[src/rtl/oled_spi_pkg.sv]
// Shared types and constants for the OLED serial-link receiver.
package oled_spi_pkg;

  localparam logic        OLED_CMD  = 1'b0;
  localparam logic        OLED_DATA = 1'b1;
  localparam int unsigned OLED_BITS = 8;

  typedef struct packed {
    logic                 is_data;
    logic [OLED_BITS-1:0] data;
  } rx_entry_t;

endpackage

[src/rtl/sync_2ff.sv]
// Two-flop synchroniser for asynchronous inputs, with a configurable reset value.
module sync_2ff #(
  parameter int unsigned      WIDTH   = 1,
  parameter logic [WIDTH-1:0] RST_VAL = '0
) (
  input  logic             Clock,
  input  logic             Reset,
  input  logic [WIDTH-1:0] D,
  output logic [WIDTH-1:0] Q
);

  logic [WIDTH-1:0] stage1;

  always_ff @(posedge Clock or posedge Reset) begin
    if (Reset) begin
      stage1 <= RST_VAL;
      Q      <= RST_VAL;
    end else begin
      stage1 <= D;
      Q      <= stage1;
    end
  end

endmodule

[src/rtl/oled_spi_rx.sv]
// Receive side of the OLED serial link: synchronise, deserialise MSB-first bytes,
// tag command/data and buffer them in a FIFO behind a valid/ready port.
module oled_spi_rx
  import oled_spi_pkg::*;
#(
  parameter int unsigned DEPTH = 8
) (
  input  logic                   Clock,
  input  logic                   Reset,
  input  logic                   SCLK,
  input  logic                   SDIN,
  input  logic                   DnC,
  input  logic                   nCS,
  output logic [OLED_BITS-1:0]   RxData,
  output logic                   RxIsData,
  output logic                   RxValid,
  input  logic                   RxReady,
  output logic [$clog2(DEPTH):0] Level,
  output logic                   Overflow,
  output logic                   FrameError,
  input  logic                   ClearErr
);

  localparam int unsigned AW = $clog2(DEPTH);
  localparam int unsigned PW = AW + 1;
  localparam int unsigned CW = $clog2(OLED_BITS);

  logic [2:0] dataSync;
  logic       sclkSync, sdinSync, dncSync, ncsSync;
  logic       sclkPrev, ncsPrev;

  sync_2ff #(.WIDTH(3), .RST_VAL(3'b000)) uDataSync (
    .Clock (Clock),
    .Reset (Reset),
    .D     ({SCLK, SDIN, DnC}),
    .Q     (dataSync)
  );

  sync_2ff #(.WIDTH(1), .RST_VAL(1'b1)) uNcsSync (
    .Clock (Clock),
    .Reset (Reset),
    .D     (nCS),
    .Q     (ncsSync)
  );

  assign sclkSync = dataSync[2];
  assign sdinSync = dataSync[1];
  assign dncSync  = dataSync[0];

  logic                 sclkRise, ncsFall, ncsRise, bitRise, byteDone, frameSet;
  logic [CW-1:0]        bitCount;
  logic [OLED_BITS-2:0] shiftReg;
  rx_entry_t            pushEntry;

  assign sclkRise  = sclkSync & ~sclkPrev;
  assign ncsFall   = ~ncsSync & ncsPrev;
  assign ncsRise   = ncsSync & ~ncsPrev;
  assign bitRise   = sclkRise & ~ncsSync;
  assign byteDone  = bitRise && (bitCount == CW'(OLED_BITS - 1));
  assign frameSet  = ncsRise && (bitCount != '0);
  assign pushEntry = '{is_data: dncSync, data: {shiftReg, sdinSync}};

  // Shifter keeps only the first seven bits; the eighth goes straight into the push.
  always_ff @(posedge Clock or posedge Reset) begin
    if (Reset) begin
      sclkPrev <= 1'b0;
      ncsPrev  <= 1'b1;
      bitCount <= '0;
      shiftReg <= '0;
    end else begin
      sclkPrev <= sclkSync;
      ncsPrev  <= ncsSync;
      if (ncsFall || ncsRise) begin
        bitCount <= '0;
        shiftReg <= '0;
      end else if (bitRise) begin
        shiftReg <= {shiftReg[OLED_BITS-3:0], sdinSync};
        bitCount <= bitCount + CW'(1);
      end
    end
  end

  rx_entry_t       mem [DEPTH];
  rx_entry_t       headNext;
  logic [PW-1:0]   wrPtr, rdPtr, wrNext, rdNext;
  logic            full, pop, pushOk, ovfSet;

  assign full     = (wrPtr[AW] != rdPtr[AW]) && (wrPtr[AW-1:0] == rdPtr[AW-1:0]);
  assign pop      = RxValid && RxReady;
  assign pushOk   = byteDone && (!full || pop);
  assign ovfSet   = byteDone && full && !pop;
  assign wrNext   = wrPtr + PW'(pushOk);
  assign rdNext   = rdPtr + PW'(pop);
  // A push into a FIFO that is empty after this cycle's pop becomes the head directly.
  assign headNext = (pushOk && (rdNext == wrPtr)) ? pushEntry : mem[rdNext[AW-1:0]];

  always_ff @(posedge Clock) begin
    if (pushOk) begin
      mem[wrPtr[AW-1:0]] <= pushEntry;
    end
  end

  always_ff @(posedge Clock or posedge Reset) begin
    if (Reset) begin
      wrPtr    <= '0;
      rdPtr    <= '0;
      RxValid  <= 1'b0;
      Level    <= '0;
      RxData   <= '0;
      RxIsData <= 1'b0;
    end else begin
      wrPtr   <= wrNext;
      rdPtr   <= rdNext;
      RxValid <= (wrNext != rdNext);
      Level   <= wrNext - rdNext;
      if (pop || pushOk) begin
        RxData   <= headNext.data;
        RxIsData <= headNext.is_data;
      end
    end
  end

  // Sticky error flags; a new event in the same cycle beats the clear.
  always_ff @(posedge Clock or posedge Reset) begin
    if (Reset) begin
      Overflow   <= 1'b0;
      FrameError <= 1'b0;
    end else begin
      if (ovfSet)        Overflow <= 1'b1;
      else if (ClearErr) Overflow <= 1'b0;
      if (frameSet)        FrameError <= 1'b1;
      else if (ClearErr)   FrameError <= 1'b0;
    end
  end

endmodule

[config.mk]
export PLATFORM = sky130hd
export DESIGN_NAME = oled_spi_rx
export DESIGN_NICKNAME = d
export VERILOG_FILES = /design/src/rtl/oled_spi_pkg.sv /design/src/rtl/sync_2ff.sv /design/src/rtl/oled_spi_rx.sv
export SDC_FILE = /design/constraint.sdc
export NUM_CORES = 1
export LEC_CHECK = 0
export CAP_MARGIN = 20
export CORE_MARGIN = 3
export CORE_UTILIZATION = 56
export CTS_BUF_LIST = sky130_fd_sc_hd__clkbuf_2
export CTS_CLUSTER_SIZE = 10
export DETAILED_ROUTE_END_ITERATION = 7
export HOLD_SLACK_MARGIN = 0.05
export PLACE_DENSITY = 0.82
export RECOVER_POWER = 50
export SLEW_MARGIN = 20
export SYNTH_ARGS = -nofsm -noshare
export SYNTH_HDL_FRONTEND = slang
export SYNTH_HIERARCHICAL = 1
export SYNTH_SLANG_ARGS = --single-unit
[constraint.sdc]
create_clock -name Clock -period 2.75 [get_ports Clock]
set_input_delay 0.275 -clock Clock [delete_from_list [all_inputs] [get_ports Clock]]
set_output_delay 0.275 -clock Clock [all_outputs]
set_load 0.01 [all_outputs]
=== After elaboration in Yosys (flattened, before gate mapping) ===
Memories as Yosys holds them, arrays and structs flattened.
Index checks and enable logic that the tools add are counted.

* Memories: 1
* Output and inout bits: 16
* Word-level logic and storage cells: 60
* Input bits: 8
* Register bits: 44
* Memory bits (writable): 72

* Reductions and logical operators: 17
* Multiplexer cells: 10
* Add/sub/neg operators: 4
* Bitwise logic cells: 7
* Equality and inequality tests: 5

{| class="wikitable"
|+ Memories
! name !! words !! bits a word !! rd ports !! clocked after Yosys merged registers in !! write ports !! line !! text
|-
| mem || 8 || 9 || 1 || 0 || 1 || oled_spi_rx.sv:83 || <nowiki>rx_entry_t mem [DEPTH];</nowiki>
|}

{| class="wikitable"
|+ Operator list
! cell !! count
|-
| 2-to-1 mux 7 bit || 2
|-
| 2-to-1 mux 9 bit || 1
|-
| adder 4 x 1 -> 4 bit || 2
|-
| logical AND 1 bit || 8
|-
| 2-to-1 mux 3 bit || 2
|-
| nonzero test 2 bit || 3
|-
| 2-to-1 mux 1 bit || 5
|-
| AND 1 bit || 4
|-
| == test 4 bit || 1
|-
| inequality test 4 bit || 1
|-
| subtractor 4 bit || 1
|-
| adder 3 x 1 -> 3 bit, second input constant || 1
|-
| == test 3 bit || 1
|-
| == test 3 bit, second input constant || 1
|-
| logical OR 1 bit || 3
|-
| inverter 1 bit || 3
|-
| nonzero test 3 bit || 1
|-
| logical NOT 1 bit || 2
|-
| inequality test 1 bit || 1
|}

=== Longest topological paths before layout ===
* Depth in word-level cells: 7
* Mapped depth: 12
* Gate-level depth less buffers: 12

=== Hierarchy ===
Netlist, hierarchy kept.

{| class="wikitable"
|+ By module, submodules not included
! module !! area an instance (µm²) !! sequential area each (µm²) !! times used !! cells an instance
|-
| oled_spi_rx || 4589.4 || 3064.2 || 1 || 274
|-
| sync_2ff at uDataSync || 153.9 || 150.1 || 1 || 7
|-
| sync_2ff at uNcsSync || 56.3 || 52.6 || 1 || 3
|}

=== Worst setup path after synthesis ===
No wires, ideal clock.

* Path kind: register to register
* Start point: register wrPtr[0]
* End point: memory mem[2][0] in the netlist's numbering (enable)
* Clock period less this slack: 2.585 ns
* Cell stages (with the launch flop): 6
* Library setup time: 0.403 ns
* Buffers on the path: 2
* Arrival time: 2.183 ns
* Path slack: 0.165 ns
* Required time: 2.347 ns
* Cell sequence: dfrtp_1 > buf_2 > xnor2_1 > a41o_1 > clkbuf_1 > nor4b_1

* Longest elaborated chain between the ends: 7

{| class="wikitable"
|+ RTL lines
! what !! line !! text
|-
| start: declaration || oled_spi_rx.sv:85 || <nowiki>logic [PW-1:0] wrPtr, rdPtr, wrNext, rdNext;</nowiki>
|-
| start signal: assignment || oled_spi_rx.sv:112 || <nowiki>wrPtr <= wrNext;</nowiki>
|-
| == test 3 bit || oled_spi_rx.sv:88 || <nowiki>assign full = (wrPtr[AW] != rdPtr[AW]) && (wrPtr[AW-1:0] == rdPtr[AW-1:0]);</nowiki>
|-
| logical AND 1 bit || oled_spi_rx.sv:88 ||
|-
| logical NOT 1 bit || oled_spi_rx.sv:90 || <nowiki>assign pushOk = byteDone && (!full || pop);</nowiki>
|-
| logical OR 1 bit || oled_spi_rx.sv:90 ||
|-
| logical AND 1 bit || oled_spi_rx.sv:90 ||
|-
| 2-to-1 mux 1 bit || oled_spi_rx.sv:98 || <nowiki>if (pushOk) begin</nowiki>
|-
| 2-to-1 mux 1 bit (implied by the code) || oled_spi_rx.sv:99 || <nowiki>mem[wrPtr[AW-1:0]] <= pushEntry;</nowiki>
|-
| end: declaration || oled_spi_rx.sv:83 ||
|}

Parallel ways exist; a longest one is shown, timed or not.

=== Final worst setup path ===
* Start point: register wrPtr[2]
* End point: register Level[3]

* Longest elaborated chain between the ends: 7

{| class="wikitable"
|+ RTL lines
! what !! line !! text
|-
| == test 3 bit || oled_spi_rx.sv:88 ||
|-
| logical AND 1 bit || oled_spi_rx.sv:88 ||
|-
| logical NOT 1 bit || oled_spi_rx.sv:90 ||
|-
| logical OR 1 bit || oled_spi_rx.sv:90 ||
|-
| logical AND 1 bit || oled_spi_rx.sv:90 ||
|-
| adder 4 x 1 -> 4 bit || oled_spi_rx.sv:92 || <nowiki>assign wrNext = wrPtr + PW'(pushOk);</nowiki>
|-
| named net wrNext[1] || oled_spi_rx.sv:85 ||
|-
| subtractor 4 bit || oled_spi_rx.sv:115 || <nowiki>Level <= wrNext - rdNext;</nowiki>
|-
| end signal: assignment || oled_spi_rx.sv:115 ||
|-
| end: declaration || oled_spi_rx.sv:18 || <nowiki>output logic [$clog2(DEPTH):0] Level,</nowiki>
|}

The timed path passes the listed nets, and every way through them passes these cells.
A chain may end at the register's enable or synchronous reset.

==> results.md <==
Critical path:
- The worst flop-to-flop path endpoint is Level[3]$_DFF_PP0_.
- The largest driver fanout on the critical path is 11.
- Traced cell by cell, the critical path runs through xor2_1 > nor2_1 > a41o_1 > inv_2 > ha_1 > xor2_1 > ha_1 > a21o_1 > a21oi_1 > xnor2_1.
- The worst reg-to-reg setup slack is 0.20 ns.
- The worst setup path category is reg2reg.
- The longest individual stage delay on the worst path is 0.54 ns.
- Data arrives at the worst endpoint at 3.07 ns.
- Counting cells, the worst reg-to-reg path comes to 10.
- The launch point of the worst reg-to-reg path is wrPtr[2]$_DFF_PP0_.
- The data required time at the worst endpoint is 3.27 ns.
- Together, buffers and inverters on the worst path number 1.
- The worst setup path is captured at a flop.
- The highest-delay cell along the critical path is sky130_fd_sc_hd__dfrtp_2.
- STA classifies the critical path startpoint as a flop.
- Among cell families on the critical path, the largest total delay comes from XOR/XNOR gates.

Timing:
- The setup slack after layout is 0.1989 ns.
- For this run, the top clock speed supported by timing is 392.0 MHz.
- Setup violations remaining at the end of the flow were counted as 0.
- The worst slew slack as a fraction of its limit is 0.3526.
- The number of hold violations in the final report is 0.
- Between clock sinks in the finished design, the worst skew comes to 0.04022 ns.
- Across all hold checks on the routed design, the worst slack comes to 0.2668 ns.
- For the pin with the worst max-slew slack, the measured transition is 0.9710 ns.
- Setup repair after global routing left no endpoint under its margin.
- The smallest clock period supported by the final layout is computed as 2.551 ns.
- The final sum of negative setup slack is 0 ns.
- The final count of pins violating max slew is 0.
- Of the available clock period, the critical path in the final layout requires 0.9277.

Yosys:
- The cell count after synthesis is 284.
- Yosys mapped the design onto 34 distinct sky130hd cell types.
- The net count of the mapped netlist is 304.
- The post-synthesis sequential area ratio is 0.6807.
- After synthesis the netlist holds a flip-flop and latch count of 116.
- The count of warnings emitted by yosys is 6.
- The number of synthesized flops with an enable pin is 72.
- In this run the cell area of the synthesized design comes to 0.004800 mm².
- The average size of a mapped cell is 16.90 µm².
- In the synthesized netlist the dominant register cell turns out to be sky130_fd_sc_hd__edfxtp_1.
- Counting flops with an async set or reset pin after synthesis yields a share of 0.3793.

Clock network:
- CTS saw 116 sinks.
- The clock tree from TritonCTS is yes.
- Clock latency on the worst-skew pair, taken at its later pin, is 0.61 ns.
- The CTS buffer count is 17.
- The H-tree was split into 4 levels.
- After clock tree synthesis, the clock-pin slew on the worst setup and hold paths is 0.19 ns.
- The post-CTS setup repair buffer count is 0.
- The maximum root-to-sink buffer count is 2.
- The cell at the root of the clock tree is sky130_fd_sc_hd__clkbuf_2.

Place:
- The instance area at placement is 0.005255 mm².
- The count of buffers from port buffering is 23.
- Before CTS, the worst setup slack after placement is 0.01402 ns.
- The final RePlAce weighted congestion is 0.8064.
- The post-DP HPWL is 5904 µm.

Layout:
- Counting the fill cells in the layout gives 551.
- 0 antenna diodes ended up in the layout.
- At the end of the flow, the number of nets in the layout was 358.
- The area added between synthesis and finish is 15.62%.
- Of the cells placed in the final design, the portion with a size suffix greater than 1 is 0.2165.
- The area occupied by registers is 0.003268 mm².
- The final non-filler cell area is 0.005549 mm².
- The multi-input gate area in the final layout is 0.001391 mm².

Routing:
- The violation count after the first detailed-routing iteration is 238.
- After detailed routing, the number of remaining DRC violations is 0.
- The sum of routed wire length over all layers is 8731 µm.
- In the routed layout, each cell is associated on average with a via count of 5.739.
- The detailed-router iteration count before antenna repair is 4.
- Across all layers, the routed design uses 2617 vias.
- The detail-routed net length per standard cell is 19.15 µm.
- In this run the remaining antenna-violating nets after routing total 0.

Floorplan:
- Pin placement for this block handled 24 I/O pins.
- The y dimension of the die is 98.58 µm.
- The row count is 33.
- The starting utilization of the core area is 0.5812.
- In this run the standard cell core region covers 0.008258 mm².
- The floorplan step defined a die boundary enclosing 0.009718 mm².
- The floorplan step set the die width to 98.58 µm.

Power:
- The analysis attributes to cell leakage a power of 2.207 nW.
- Dividing total power by cell area gives a power density of 946.7 mW/mm².
- After layout, the design draws a total of 0.005253 W.
- The peak ir drop on the vdd network is 370.9 µV.

GRT:
- met2 is the most crowded layer.
- The overall fraction of global-route tracks in use is 0.1951.
- The first-pass GRT wire length is 14230 µm.
- The remaining global-route overflow is 0.
- The number of global-route vias before repair is 2748.
- The met3 track demand over resource is 0.05449.
- The initial antenna violation count is 0.
- The met2 track utilization from global routing is 0.3021.
- The maximum number of pins on one net before global-route repair is 37.
- The met1 demand-to-capacity share in global routing is 0.2594.

Worst hold path:
- The tightest min-delay check is of the in2reg type.
- The origin of the worst min-delay path is ClearErr.
- For hold timing, the worst endpoint is Overflow$_DFFE_PP0P_.
- Along the worst hold path, the cell count comes to 2.

Job:
- The max-capacitance violation count is 0.

Status:
- The run finished with clean final reports.
==> sequential cells by signal, indices dropped and copies added, names as in the netlist, 3 cells and up <==
register          count
rdPtr                 4
Level                 4
wrPtr                 4
shiftReg              7
uDataSync/stage1      3
RxData                8
uDataSync/Q           3
bitCount              3
mem                  72
==> worst max path at each step <==
stage | start | end | slack [ns] | cells after the start
floorplan | wrPtr[0]$_DFF_PP0_ | mem[2][0]$_DFFE_PP_ | 0.16 | 5
global placement | RxReady | RxData[1]$_DFFE_PP0P_ | 0.14 | 11
detailed placement | RxReady | RxData[0]$_DFFE_PP0P_ | 0.01 | 11
CTS | wrPtr[2]$_DFF_PP0_ | Level[3]$_DFF_PP0_ | 0.14 | 10
global route | wrPtr[2]$_DFF_PP0_ | Level[3]$_DFF_PP0_ | 0.07 | 10
finish | wrPtr[2]$_DFF_PP0_ | Level[3]$_DFF_PP0_ | 0.20 | 10
==> cell usage after synthesis (all sizes together), types with 9 or more instances <==
master,count,area (µm²)
ha,11,137.6
o21ai,11,55.05
xnor2,11,96.34
dfrtp,41,1026
nor2,12,45.04
edfxtp,72,2162
nor2b,9,56.30
inv,18,67.57
o22ai,10,62.56
mux2,9,101.4
mux4,18,439.2
mux2i,17,170.2
buf,9,75.07
==> power by group <==
part | leakage (nW) | total (W) | switching (W) | internal, W
logic | 0.844 | 0.00210 | 0.000957 | 0.00114
registers | 1.22 | 0.00208 | 0.0000880 | 0.00199
clock network | 0.146 | 0.00107 | 0.000648 | 0.000423
total | 2.21 | 0.00525 | 0.00169 | 0.00356
==> placed cells by master (no fill, tap or decap), types with 5 or more instances in the layout <==
cell type / n
sky130_fd_sc_hd__dfrtp_1: 40
sky130_fd_sc_hd__nor2b_1: 9
sky130_fd_sc_hd__clkdlybuf4s50_1: 18
sky130_fd_sc_hd__mux4_1: 9
sky130_fd_sc_hd__mux4_2: 9
sky130_fd_sc_hd__o21ai_0: 11
sky130_fd_sc_hd__o22ai_1: 10
sky130_fd_sc_hd__inv_1: 16
sky130_fd_sc_hd__dlygate4sd3_1: 10
sky130_fd_sc_hd__xor2_1: 6
sky130_fd_sc_hd__buf_4: 16
sky130_fd_sc_hd__clkbuf_2: 18
sky130_fd_sc_hd__edfxtp_1: 72
sky130_fd_sc_hd__nor2_1: 12
sky130_fd_sc_hd__mux2i_1: 17
sky130_fd_sc_hd__nand2_1: 5
sky130_fd_sc_hd__ha_1: 11
sky130_fd_sc_hd__clkinv_4: 8
sky130_fd_sc_hd__mux2_2: 9
sky130_fd_sc_hd__xnor2_1: 11
==> stage by stage <==
stage	util	instances
floorplan	-	284
global route	0.6720	456
global placement	0.6364	419
finish	0.6720	456
CTS	0.6721	456
detailed placement	0.6364	419
==> worst reg2reg max path: stages (launching register included) <==
cell and delay [ns]:
sky130_fd_sc_hd__dfrtp_2 0.54, sky130_fd_sc_hd__xor2_1 0.18, sky130_fd_sc_hd__nor2_1 0.20, sky130_fd_sc_hd__a41o_1 0.24, sky130_fd_sc_hd__inv_2 0.05, sky130_fd_sc_hd__ha_1 0.18, sky130_fd_sc_hd__xor2_1 0.27, sky130_fd_sc_hd__ha_1 0.31
sky130_fd_sc_hd__a21o_1 0.16, sky130_fd_sc_hd__a21oi_1 0.18, sky130_fd_sc_hd__xnor2_1 0.15
==> timing repair <==
item                                    in CTS  in global routing
endpoints found under the setup margin       0                  1
endpoints found under the hold margin       12                  0
hold buffers                                 5                  0
gates resized for setup                      0                  1
==> per-layer routing <==
layer | share of wire | up-vias | wire (µm)
li1 | - | 1185 | -
met1 | 0.43 | 1326 | 3793
met2 | 0.49 | 84 | 4281
met3 | 0.050 | 22 | 433
met4 | 0.025 | 0 | 222
met5 | 0 | - | 0
==> area by class of cell <==
cell class / count / share of cell area
tap: 105 / 0.02368
clock inverter: 15 / 0.02886
inverter: 18 / 0.01218
timing repair buffer: 47 / 0.08027
clock buffer: 17 / 0.01533
sequential: 116 / 0.5890
multi-input combinational: 138 / 0.2507
==> cells by family (layout without fill, tap and decap cells) <==
logic type	Yosys count	count (layout)	share of synthesized area
flops	116	116	0.6807
mux	44	44	0.1481
simple gates	40	40	0.04510
buf+inv	30	97	0.03207
compound gates	25	25	0.03024
xor+xnor	17	17	0.03102
fa+ha+maj	12	12	0.03285
(Power assumes the default switching activity.)
==> RTL edit 1: new RTL, config.mk and constraints unchanged <==
`RST_VAL`: 1'b1 -> 1'b0.
--- a/src/rtl/oled_spi_rx.sv
+++ b/src/rtl/oled_spi_rx.sv
@@ -36,7 +36,7 @@
     .Q     (dataSync)
   );
 
-  sync_2ff #(.WIDTH(1), .RST_VAL(1'b1)) uNcsSync (
+  sync_2ff #(.WIDTH(1), .RST_VAL(1'b0)) uNcsSync (
     .Clock (Clock),
     .Reset (Reset),
     .D     (nCS),
Function: changed (Yosys sat finds a counterexample within 10 cycles, from zero or initial values and one cycle with Reset high).
==> RTL edit 1 against the unedited design <==
Total power is 2.4% higher; area after synthesis hardly changed; setup slack better by 120 ps; final cell count is 0.22% higher; sequential cell count stayed put; non-clock buffer count is 1 higher; first-iteration DRC count is 9.2% higher; critical path depth stayed put; cell area is 0.63% higher; count of clock-buffer cells in the layout is 1 higher; wire length is 0.98% higher; critical path type unchanged; largest power group is now sequential cells.
==> RTL edit 1: results (changes against the unedited design) <==
crit_arrival_ps: 2990  # -80 ps
gp_congestion: 0.752  # -6.7%
num_vias: 2561  # -2.1%
power.switching_w: 0.00165  # -2.3%
leakage_nw: 2.22  # +0.79%
synth_area_leaders: "edfxtp_1 45%, dfrtp_1 22%, mux4_1 4.9%"
power_density_nw_per_um2: 964  # +1.8%
place_inst: 420  # +0.24%
fin_skew_ps: 32.4  # -7.79 ps
synth_xor_area_share_pct: 3.10  # about the same
grt_pass1_wl_um: 14500  # +2.0%
insertion_delay_ps: 660  # +50 ps
wl_per_cell_um: 19.3  # +0.76%
first_global_vias: 2782  # +1.2%
grt_usage_pct: 20.1  # +0.62 points
drt_iter0_markers: 260  # +9.2%
post_route_cells_drive_above_1_share_pct: 21.3  # -0.35 points
cts-buffers-inserted: 17  # unchanged
placed_area_sq_um: 5260  # about the same
nets: 359  # +0.28%
fin_crit_sh_pct: 88.4  # -4.4 points
yosys-top-cells-count: "72 x edfxtp_1, 43 x dfrtp_1, 17 x mux2i_1"
status: "finished, final reports clean"
yosys-mux-area-fraction_pct: 14.8  # about the same
pre_cts_ws_ps: 22.3  # +8.28 ps
dpl.hpwl_um: 5800  # -1.8%
vdd_drop_max_v: 0.000601  # +62%
crit_fanout: 21  # +10
wl_um: 8820  # +0.98%
dr.pass1.iters: 5  # +1
synthAdderAreaFrac_pct: 3.29  # about the same
yosysSeqAreaShare_pct: 68.0  # about the same
[RTL edit 1: critical path, cell delays in order, from the launching register on]
cell and delay (ps):
dfrtp_1 420, nand2_1 90, inv_1 60, ha_1 210
ha_1 190, xor2_1 240, buf_12 210, mux4_1 340
mux2_2 310, mux2i_1 150, o22ai_1 100
[RTL edit 1: per-stage QoR]
| stage | power, W | utilization, % | hold WS (ps) |
|---|---|---|---|
| after floorplan | 0.00360 | - | 16.2 |
| after global placement | 0.00411 | 63.7 | 332 |
| after detailed placement | 0.00419 | 63.7 | 340 |
| after CTS | 0.00543 | 67.7 | 182 |
| after global routing | 0.00568 | 67.6 | 182 |
| final | 0.00538 | 67.6 | 230 |
[RTL edit 1: path summary, 6_finish.rpt]
kind                                               start                   endpoint  slack (ps)  cells past startpoint
setup / recovery                       RxValid$_DFF_PP0_      RxData[6]$_DFFE_PP0P_         320                     10
hold / removal                                  ClearErr     FrameError$_DFFE_PP0P_         230                      2
setup reg to reg                       RxValid$_DFF_PP0_      RxData[6]$_DFFE_PP0P_         320                     10
hold reg to reg            uDataSync/stage1[2]$_DFF_PP0_   uDataSync/Q[2]$_DFF_PP0_         370                      0
max in group asynchronous                          Reset     FrameError$_DFFE_PP0P_        1220                      4
min in group asynchronous                          Reset  uNcsSync/stage1$_DFF_PP0_         480                      3
[RTL edit 1: layout make-up]
type	count	area [sq um]
Clock buffer	18	90.1
Clock inverter	14	186
Fill cell	579	2670
Inverter	18	67.6
Multi-Input combinational cell	138	1390
Sequential cell	116	3260
Tap cell	105	131
Timing Repair Buffer	48	453
[RTL edit 1: power groups by stage]
stage	sequential, W	clock [W]	combinational, W
final	0.00208	0.00123	0.00207
after global routing	0.00210	0.00134	0.00224
after CTS	0.00208	0.00125	0.00209
after detailed placement	0.00212	0	0.00208
after global placement	0.00211	0	0.00201
after floorplan	0.00215	0	0.00145
[RTL edit 1: layer usage]
layer,part of all wire (%),up-vias,wire length (um),GRT usage [%]
met3,4.5,23,396,6.02
met1,42,1284,3740,25.8
met4,2.4,0,215,8.51
met5,0,-,0,0
met2,51,68,4460,32.3
li1,-,1186,-,-
[RTL edit 1: cell families (layout without fill, tap and decap cells)]
logic type	count (synthesis)	after routing
adders and majority gates	12	12
AOI/OAI and AO/OA	25	25
and+or+nand+nor	40	40
muxes	44	44
DFF	116	116
xor gates and xnor gates	17	17
buffers and inverters	30	98
[RTL edit 1: timing repair]
item,in CTS,in global routing
endpoints found under the hold margin,17,0
gates resized for setup,0,0
setup buffers,0,0
hold buffers,5,0
==> RTL edit 2: new RTL, same settings <==
Made on the original files. Put one more register stage on the output `Level`. The value now appears one clock later. The other outputs are not delayed to match.
--- a/src/rtl/oled_spi_rx.sv
+++ b/src/rtl/oled_spi_rx.sv
@@ -24,6 +24,8 @@
   localparam int unsigned AW = $clog2(DEPTH);
   localparam int unsigned PW = AW + 1;
   localparam int unsigned CW = $clog2(OLED_BITS);
+
+  logic [$clog2(DEPTH):0] Level_s0;
 
   logic [2:0] dataSync;
   logic       sclkSync, sdinSync, dncSync, ncsSync;
@@ -105,14 +107,14 @@
       wrPtr    <= '0;
       rdPtr    <= '0;
       RxValid  <= 1'b0;
-      Level    <= '0;
+      Level_s0 <= '0;
       RxData   <= '0;
       RxIsData <= 1'b0;
     end else begin
       wrPtr   <= wrNext;
       rdPtr   <= rdNext;
       RxValid <= (wrNext != rdNext);
-      Level   <= wrNext - rdNext;
+      Level_s0 <= wrNext - rdNext;
       if (pop || pushOk) begin
         RxData   <= headNext.data;
         RxIsData <= headNext.is_data;
@@ -133,5 +135,9 @@
     end
   end
 
+  always_ff @(posedge Clock) begin
+    Level <= Level_s0;
+  end
+
 endmodule
 
Behaviour: same outputs for any inputs over 10 cycles, from zero or initial values and one cycle with Reset high; that may be too few to reach the edited logic, so the function may still have changed.
==> RTL edit 2 against the unedited design <==
Largest power group is now sequential cells; sequential cell count increased by 4; setup slack worse by 21 ps; critical path depth is 1 lower; highest routed layer unchanged; area after synthesis is 1.3% higher; sequential power increased by 4%; combinational power fell by 21%; cell area up 2.1%; die area is 1.2% higher; wire length rose by 0.96%; total power decreased by 2.3%.
==> RTL edit 2: results (changes against the unedited design) <==
wl_met1_um: 3650  # -3.9%
wl_um: 8820  # +0.96%
crit_path_max_incr_delay_ps: 480  # -60 ps
crit_fanout: 3  # -8
dpl.hpwl_um: 5840  # -1.2%
ys_async_sr_fraction_pct: 36.7  # -1.3 points
first_global_vias: 2873  # +4.5%
gp_congestion: 0.838  # +3.9%
power.switching_w: 0.00151  # -11%
fin_skew_ps: 36.0  # -4.24 ps
use_met2_pct: 33.1  # +2.8 points
synth_area_leaders: "edfxtp_1 44%, dfrtp_1 21%, mux4_2 8.3%"
grt_util_met3_pct: 5.75  # +0.30 points
max_slew_margin_pct: 30.8  # -4.5 points
insertion_delay_ps: 630  # +20 ps
gr-usage-met1_pct: 24.7  # -1.3 points
status: "finished, final reports clean"
synth_fp_nets: 316  # +3.9%
drt_iter0_markers: 142  # -40%
yosys-top-cells-count: "72 x edfxtp_1, 41 x dfrtp_1, 26 x inv_1"
leakage_nw: 2.13  # -3.6%
yosysSeqAreaShare_pct: 68.9  # +0.81 points
post_route_cells_drive_above_1_share_pct: 22.5  # +0.88 points
synth_cell_type_count: 41  # +21%
grt_usage_pct: 19.9  # +0.39 points
grt_pass1_wl_um: 14400  # +1.4%
-- RTL edit 2: cells by family after synthesis --
group	after synthesis	synth area share (%)
buffers and inverters	38	3.58
DFF	120	68.9
adders and majority gates	12	3.24
xor gates and xnor gates	17	3.60
and+or+nand+nor	54	5.38
muxes	27	10.2
AOI/OAI and AO/OA	28	5.12
-- RTL edit 2: metrics by stage --
stage / cell area, sq um / cells / setup WS (ps)
after floorplan: 4860 / 296 / 109
after global placement: 5330 / 432 / 207
after detailed placement: 5330 / 432 / 144
after CTS: 5660 / 469 / 206
after global routing: 5660 / 469 / 49.3
final: 5660 / 469 / 177
-- RTL edit 2: power groups by stage --
stage | Sequential [W] | Combinational, W | Clock (W)
detailed placement | 0.00222 | 0.00168 | 0
floorplan | 0.00224 | 0.00108 | 0
global placement | 0.00221 | 0.00163 | 0
CTS | 0.00218 | 0.00169 | 0.00133
global route | 0.00219 | 0.00179 | 0.00142
finish | 0.00217 | 0.00166 | 0.00130
-- RTL edit 2: layout make-up --
cell class                      instances  area (sq um)
Clock inverter                         11           181
Inverter                               27           106
Fill cell                             543          2680
Tap cell                              105           131
Timing Repair Buffer                   47           445
Clock buffer                           21           105
Sequential cell                       120          3350
Multi-Input combinational cell        138          1350
-- RTL edit 2: path summary, 6_finish.rpt --
path,cells after the start,startpoint,slack [ps],to
setup / recovery,9,rdPtr[3]$_DFF_PP0_,180,Level_s0[3]$_DFF_PP0_
hold / removal,2,ClearErr,270,FrameError$_DFFE_PP0P_
setup reg to reg,9,rdPtr[3]$_DFF_PP0_,180,Level_s0[3]$_DFF_PP0_
hold reg to reg,0,Level_s0[0]$_DFF_PP0_,340,Level[0]$_DFF_P_
max in group asynchronous,4,Reset,1190,RxData[0]$_DFFE_PP0P_
min in group asynchronous,3,Reset,610,uDataSync/Q[1]$_DFF_PP0_
